`src/rtl/polyphase_coeff_loader.sv`:
```
`timescale 1ns/1ps
// polyphase_coeff_loader
// Sequences coefficient reloads for a polyphase filter. An AXI-Stream
// coefficient frame is written into the filter's coefficient memory through
// coeffs_wren/addr/wdata. The sample stream towards the filter is gated so
// that a reload only starts once no frame is partly delivered or still being
// output by the filter.
//
// Ports
//   aclk, aresetn          clock, asynchronous active-low reset
//   s_coeff_*              coefficient stream in (one frame = NUMBER_TAPS beats)
//   s_data_* / m_data_*    sample stream, gated pass-through to the filter
//   flt_out_*              monitor of the filter output handshake (frame ends)
//   coeffs_wren/addr/wdata coefficient memory write port, 1 cycle after a beat
//   coeffs_loaded          a complete, valid coefficient set is resident
//   load_error             sticky: last frame was short or long
module polyphase_coeff_loader #(
  parameter int NUMBER_TAPS   = 32,
  parameter int RATE_CHANGE   = 8,
  parameter int COEFF_WIDTH   = 16,
  parameter int DATA_WIDTH    = 16,
  parameter int REVERSE_ORDER = 0,
  parameter int MAX_INFLIGHT  = 4
) (
  input  logic                           aclk,
  input  logic                           aresetn,
  input  logic                           s_coeff_tvalid,
  output logic                           s_coeff_tready,
  input  logic [COEFF_WIDTH-1:0]         s_coeff_tdata,
  input  logic                           s_coeff_tlast,
  input  logic                           s_data_tvalid,
  output logic                           s_data_tready,
  input  logic [DATA_WIDTH-1:0]          s_data_tdata,
  input  logic                           s_data_tlast,
  output logic                           m_data_tvalid,
  input  logic                           m_data_tready,
  output logic [DATA_WIDTH-1:0]          m_data_tdata,
  output logic                           m_data_tlast,
  input  logic                           flt_out_tvalid,
  input  logic                           flt_out_tready,
  input  logic                           flt_out_tlast,
  output logic                           coeffs_wren,
  output logic [$clog2(NUMBER_TAPS)-1:0] coeffs_addr,
  output logic [COEFF_WIDTH-1:0]         coeffs_wdata,
  output logic                           coeffs_loaded,
  output logic                           load_error
);

  localparam int AW = $clog2(NUMBER_TAPS);
  localparam int IW = $clog2(MAX_INFLIGHT + 1);
  localparam int PB = $clog2(RATE_CHANGE);
  localparam logic [AW-1:0] LAST_K  = AW'(NUMBER_TAPS - 1);
  localparam logic [IW-1:0] INF_MAX = IW'(MAX_INFLIGHT);

  typedef enum logic [2:0] {
    ST_EMPTY,
    ST_RUN,
    ST_DRAIN,
    ST_LOAD,
    ST_DISCARD
  } state_t;

  state_t          state, state_nx;
  logic [AW-1:0]   k;
  logic            in_frame;
  logic [IW-1:0]   inflight;
  logic            commit;
  logic            gate_open;
  logic            coeff_acc;
  logic            data_acc;
  logic            data_last_acc;
  logic            out_last;
  logic [AW-1:0]   addr_k;
  logic [AW-1:0]   wr_addr;

  // Gate: an open frame is always allowed to finish (RUN or DRAIN). A new
  // frame may only start in RUN with a resident set, no pending reload and
  // room in the inflight budget. A coefficient frame presented in the same
  // cycle as a new sample frame wins, so that frame does not start.
  always_comb begin
    gate_open = 1'b0;
    if (in_frame) begin
      gate_open = (state == ST_RUN) || (state == ST_DRAIN);
    end else begin
      gate_open = (state == ST_RUN) && coeffs_loaded && !s_coeff_tvalid &&
                  (inflight != INF_MAX);
    end
  end

  always_comb begin
    m_data_tvalid = gate_open && s_data_tvalid;
    s_data_tready = gate_open && m_data_tready;
    m_data_tdata  = s_data_tdata;
    m_data_tlast  = s_data_tlast;
  end

  always_comb begin
    data_acc      = m_data_tvalid && m_data_tready;
    data_last_acc = data_acc && s_data_tlast;
    out_last      = flt_out_tvalid && flt_out_tready && flt_out_tlast;
    coeff_acc     = s_coeff_tvalid && s_coeff_tready;
    addr_k        = (REVERSE_ORDER != 0) ? (LAST_K - k) : k;
  end

  // Filter coefficient layout: upper bits select the sub-filter tap, lower
  // bits the phase; beat order already matches this, so the split is a
  // straight regrouping of the beat index.
  if (PB > 0 && PB < AW) begin : g_split
    logic [AW-PB-1:0] sub_tap;
    logic [PB-1:0]    phase;
    always_comb begin
      sub_tap = addr_k[AW-1:PB];
      phase   = addr_k[PB-1:0];
      wr_addr = {sub_tap, phase};
    end
  end else begin : g_flat
    always_comb wr_addr = addr_k;
  end

  always_comb begin
    state_nx       = state;
    s_coeff_tready = 1'b0;
    case (state)
      ST_EMPTY: begin
        if (s_coeff_tvalid) state_nx = ST_LOAD;
      end
      ST_RUN: begin
        if (s_coeff_tvalid) state_nx = ST_DRAIN;
      end
      ST_DRAIN: begin
        if (!in_frame && (inflight == '0)) state_nx = ST_LOAD;
      end
      ST_LOAD: begin
        s_coeff_tready = 1'b1;
        if (coeff_acc) begin
          if (s_coeff_tlast) begin
            state_nx = (k == LAST_K) ? ST_RUN : ST_EMPTY;
          end else if (k == LAST_K) begin
            state_nx = ST_DISCARD;
          end
        end
      end
      ST_DISCARD: begin
        s_coeff_tready = 1'b1;
        if (coeff_acc && s_coeff_tlast) state_nx = ST_EMPTY;
      end
      default: state_nx = ST_EMPTY;
    endcase
  end

  always_ff @(posedge aclk or negedge aresetn) begin
    if (!aresetn) begin
      state <= ST_EMPTY;
    end else begin
      state <= state_nx;
    end
  end

  // Beat counter and registered write port (1-cycle latency, 1 write/beat).
  always_ff @(posedge aclk or negedge aresetn) begin
    if (!aresetn) begin
      k            <= '0;
      coeffs_wren  <= 1'b0;
      coeffs_addr  <= '0;
      coeffs_wdata <= '0;
    end else begin
      coeffs_wren <= coeff_acc && (state == ST_LOAD);
      if (state != ST_LOAD) begin
        k <= '0;
      end else if (coeff_acc) begin
        k            <= k + 1'b1;
        coeffs_addr  <= wr_addr;
        coeffs_wdata <= s_coeff_tdata;
      end
    end
  end

  // commit tracks the final good write, so coeffs_loaded rises only after
  // the last coefficient has actually been written.
  always_ff @(posedge aclk or negedge aresetn) begin
    if (!aresetn) begin
      commit        <= 1'b0;
      coeffs_loaded <= 1'b0;
      load_error    <= 1'b0;
    end else begin
      commit <= (state == ST_LOAD) && coeff_acc && s_coeff_tlast && (k == LAST_K);
      if ((state != ST_LOAD) && (state_nx == ST_LOAD)) begin
        coeffs_loaded <= 1'b0;
      end else if (commit) begin
        coeffs_loaded <= 1'b1;
      end
      if (commit) begin
        load_error <= 1'b0;
      end else if ((state == ST_LOAD) && coeff_acc &&
                   ((s_coeff_tlast && (k != LAST_K)) ||
                    (!s_coeff_tlast && (k == LAST_K)))) begin
        load_error <= 1'b1;
      end
    end
  end

  always_ff @(posedge aclk or negedge aresetn) begin
    if (!aresetn) begin
      in_frame <= 1'b0;
      inflight <= '0;
    end else begin
      if (data_acc) in_frame <= !s_data_tlast;
      case ({data_last_acc, out_last})
        2'b10:   if (inflight != INF_MAX) inflight <= inflight + 1'b1;
        2'b01:   if (inflight != '0)      inflight <= inflight - 1'b1;
        default: inflight <= inflight;
      endcase
    end
  end

endmodule

```
`config.mk`:
```
export PLATFORM = sky130hd
export DESIGN_NAME = polyphase_coeff_loader
export DESIGN_NICKNAME = d
export VERILOG_FILES = /design/src/rtl/polyphase_coeff_loader.sv
export SDC_FILE = /design/constraint.sdc
export NUM_CORES = 1
export LEC_CHECK = 0
export CAP_MARGIN = 20
export CORE_MARGIN = 2
export CORE_UTILIZATION = 35
export DETAILED_ROUTE_END_ITERATION = 16
export DONT_BUFFER_PORTS = 1
export PLACE_DENSITY = 0.62
export SLEW_MARGIN = 0
export SYNTH_ARGS = -nofsm -noshare
export SYNTH_HDL_FRONTEND = slang
export SYNTH_SLANG_ARGS = --single-unit
```
`constraint.sdc`:
```
create_clock -name aclk -period 2.5 [get_ports aclk]
set_input_delay 0.625 -clock aclk [delete_from_list [all_inputs] [get_ports aclk]]
set_output_delay 0.625 -clock aclk [all_outputs]
set_load 0.05 [all_outputs]
```
==> results.sh <==
export IMPL_antenna_found_initial=0
export IMPL_worstMarginPinSlew_ns=0.504
export IMPL_status="completed"
export IMPL_cts_tree="yes"
export IMPL_period_share_pct=95.4
export IMPL_critical_path_cell_chain="buf_4, or3_2, nand2_1"
export IMPL_place_area_sq_um=1830
export IMPL_achievable_frequency_ghz=0.419
export IMPL_final_nets=236
export IMPL_clock_skew_ns=0.00276
export IMPL_fin_crit_ns=2.39
export IMPL_worstSkewPairLatency_ns=0.28
export IMPL_die_area_sq_um=5890
export IMPL_synth_top_area_share_pct=50.0
export IMPL_synth_seq_area_share_pct=50.0
export IMPL_fin_setup_tns_ns=0
export IMPL_p_leak_nw=0.964
export IMPL_hpwl_mm=2.31
export IMPL_slew_violations=0
export IMPL_grt_pass1_vias=1288
export IMPL_critPathCaptureType="output port"
export IMPL_ys_flop_type="dfrtp_1"
export IMPL_crit_type="reg2out"
export IMPL_port_buffers=0
export IMPL_maxSlewHeadroom_pct=66.4
export IMPL_path_clk_slew_ns=0.07
export IMPL_drt_first_pass_iters=4
export IMPL_vias=1241
export IMPL_initial_core_util_pct=36.2
export IMPL_hp_class="in2async"
export IMPL_start_kind="register"
export IMPL_avgSynthCellArea_sq_um=9.39
export IMPL_slowest_stage="or3_2"
export IMPL_yosysUniqueCellTypes=40
export IMPL_ys_ff_latch=37
export IMPL_root_buffer="clkbuf_8"
export IMPL_design_area_sq_um=1930
export IMPL_final_setup_viol_count=0
export IMPL_dpl_cell_count=251
export IMPL_coreArea_sq_um=5110
export IMPL_reg2reg_depth=9
export IMPL_cts_hold_fix_buffers=0
export IMPL_grt_max_degree=38
export IMPL_vias_per_cell=4.77
export IMPL_required_ns=1.88
export IMPL_synth_most_common_cell="nand2_1"
export IMPL_drc=0
export IMPL_grt_overflow_total=0
export IMPL_wl_per_cell_microns=12.8
export IMPL_clock_sink_count=37
export IMPL_synth_warnings=0
export IMPL_drt_initial_drc_count=55
export IMPL_clk_path_buf_depth=2
export IMPL_ant_nets=0
export IMPL_die_h_microns=76.7
export IMPL_power_per_cell_area_nw_per_um2=1200
export IMPL_vdd_drop_max_mv=0.449
export IMPL_cpPeakStageDelay_ns=0.49
export IMPL_worstPathMaxFanout=6
export IMPL_syn_nets=244
export IMPL_reg2reg_to="inflight[2]"
export IMPL_rsz0062_at_grt="no"
export IMPL_diodes=0
export IMPL_syn_inst=197
export IMPL_gp_congestion=0.782
export IMPL_die_w_microns=76.7
export IMPL_r2r_start="state[0]"
export IMPL_cap_violations=0
export IMPL_fillers=528
export IMPL_crit_arrival_ns=1.76
export IMPL_cts_buffers=5
export IMPL_grt_use_total_pct=12.3
export IMPL_hold_viol=0
export IMPL_synthTopCellsByCount="70 x nand2_1, 37 x dfrtp_1, 18 x buf_4"
export IMPL_synthArstFlopShare_pct=100
export IMPL_ff2ff_setup_slack_ns=0.13
export IMPL_io_pins=86
export IMPL_synth_area_leaders="dfrtp_1 50%, nand2_1 14%, buf_4 7.3%"
export IMPL_syn_area_sq_um=1850
export IMPL_rows=26
export IMPL_fin_cells=260
export IMPL_synth_top_cell_by_area="dfrtp_1"
export IMPL_drive_gt1_share_pct=14.2
export IMPL_synth_edf_count=0
export IMPL_grt_pass1_wl_mm=5.84
export IMPL_h_tree_depth=2
export IMPL_area_delta_synth_final_pct=4.33
export IMPL_drt_wl_total_mm=3.33
-- worst max path at each step --
stage | start | end | slack [ns] | cells after the start
floorplan | s_coeff_tvalid | m_data_tvalid | 0.05 | 3
global placement | state[0] | inflight[2] | 0.09 | 9
detailed placement | s_coeff_tvalid | inflight[2] | 0.008 | 9
CTS | state[0] | inflight[2] | 0.02 | 9
global route | state[0] | inflight[2] | 0.02 | 9
finish | state[0] | s_coeff_tready | 0.11 | 3
-- area by class of cell --
| type | instances | area (sq um) | share of cell area (%) |
|---|---|---|---|
| Timing Repair Buffer | 9 | 67.6 | 3.50 |
| Sequential cell | 37 | 928 | 48.1 |
| Tap cell | 70 | 87.6 | 4.54 |
| Clock buffer | 6 | 72.6 | 3.76 |
| Clock inverter | 2 | 10.0 | 0.518 |
| Multi-Input combinational cell | 128 | 734 | 38.0 |
| Inverter | 8 | 30.0 | 1.56 |
-- power by group --
group | total (mW) | switching, mW | leakage (nW) | internal, mW
registers | 1.43 | 0.648 | 0.469 | 0.781
logic | 0.500 | 0.303 | 0.450 | 0.197
clock network | 0.396 | 0.202 | 0.0450 | 0.193
-- cell families (layout without fill, tap and decap cells) --
kind of cell,Yosys count,in the layout,share of synthesized area (%)
AND/OR/NAND/NOR,92,92,21.2
multiplexers,4,4,2.16
AO/OA/AOI/OAI,21,21,9.20
XOR/XNOR,6,6,2.84
adder cells (fa/ha/maj),5,5,3.79
buffers and inverters,32,25,10.8
flip-flops,37,37,50.0
-- sequential cells by signal, indices dropped and copies added (netlist names) --
signal	cells
coeffs_addr	5
commit	1
coeffs_wdata	16
inflight	3
coeffs_wren	1
addr_k	5
load_error	1
in_frame	1
coeffs_loaded	1
state	3
-- placed cells by master, fill, tap and decap left out, types with 2 or more instances in the layout --
master    Yosys  layout
mux2i_1       4       4
a21oi_1       3       3
xor2_1        3       3
nand2_1      70      70
a21boi_1      2       2
dfrtp_2       0       2
o21ai_0       3       3
inv_1         7       7
clkinv_2      0       2
ha_1          4       3
and3_1        2       2
nor2_1        9       9
clkbuf_8      0       5
nand3_1       3       3
dfrtp_1      37      35
xnor2_1       3       2
buf_4        18       9
-- per-layer routing --
| layer | vias to the layer above | track usage [%] | share of wire (%) |
|---|---|---|---|
| met3 | 5 | 4.00 | 8.5 |
| met4 | 0 | 4.55 | 1.0 |
| met1 | 582 | 15.4 | 47 |
| met5 | - | 0 | 0 |
| met2 | 45 | 20.0 | 43 |
| li1 | 609 | - | - |
-- metrics by stage --
stage          power, mW  hold WS [ns]  setup slack (ns)  util [%]
2_1_floorplan       1.89         0.329            0.0468         -
3_3_place_gp        1.92         0.330            0.0853      35.8
3_5_place_dp        1.93         0.330           0.00751      35.8
4_1_cts             2.33        0.0177            0.0181      37.4
5_1_grt             2.50       0.00783            0.0213      37.8
6_report            2.33        0.0320             0.115      37.8
-- timing repair --
action,CTS,global route
buffers inserted,0,1
setup endpoints to repair,0,2
resized for setup,0,4
-- critical path: cells and delay by family, from the launching register on --
kind | cells | cell delay, ns
DFF | 1 | 0.46
and+or+nand+nor | 2 | 0.86
buffers and inverters | 1 | 0.16
No activity file was read; power rests on OpenSTA's default activity.
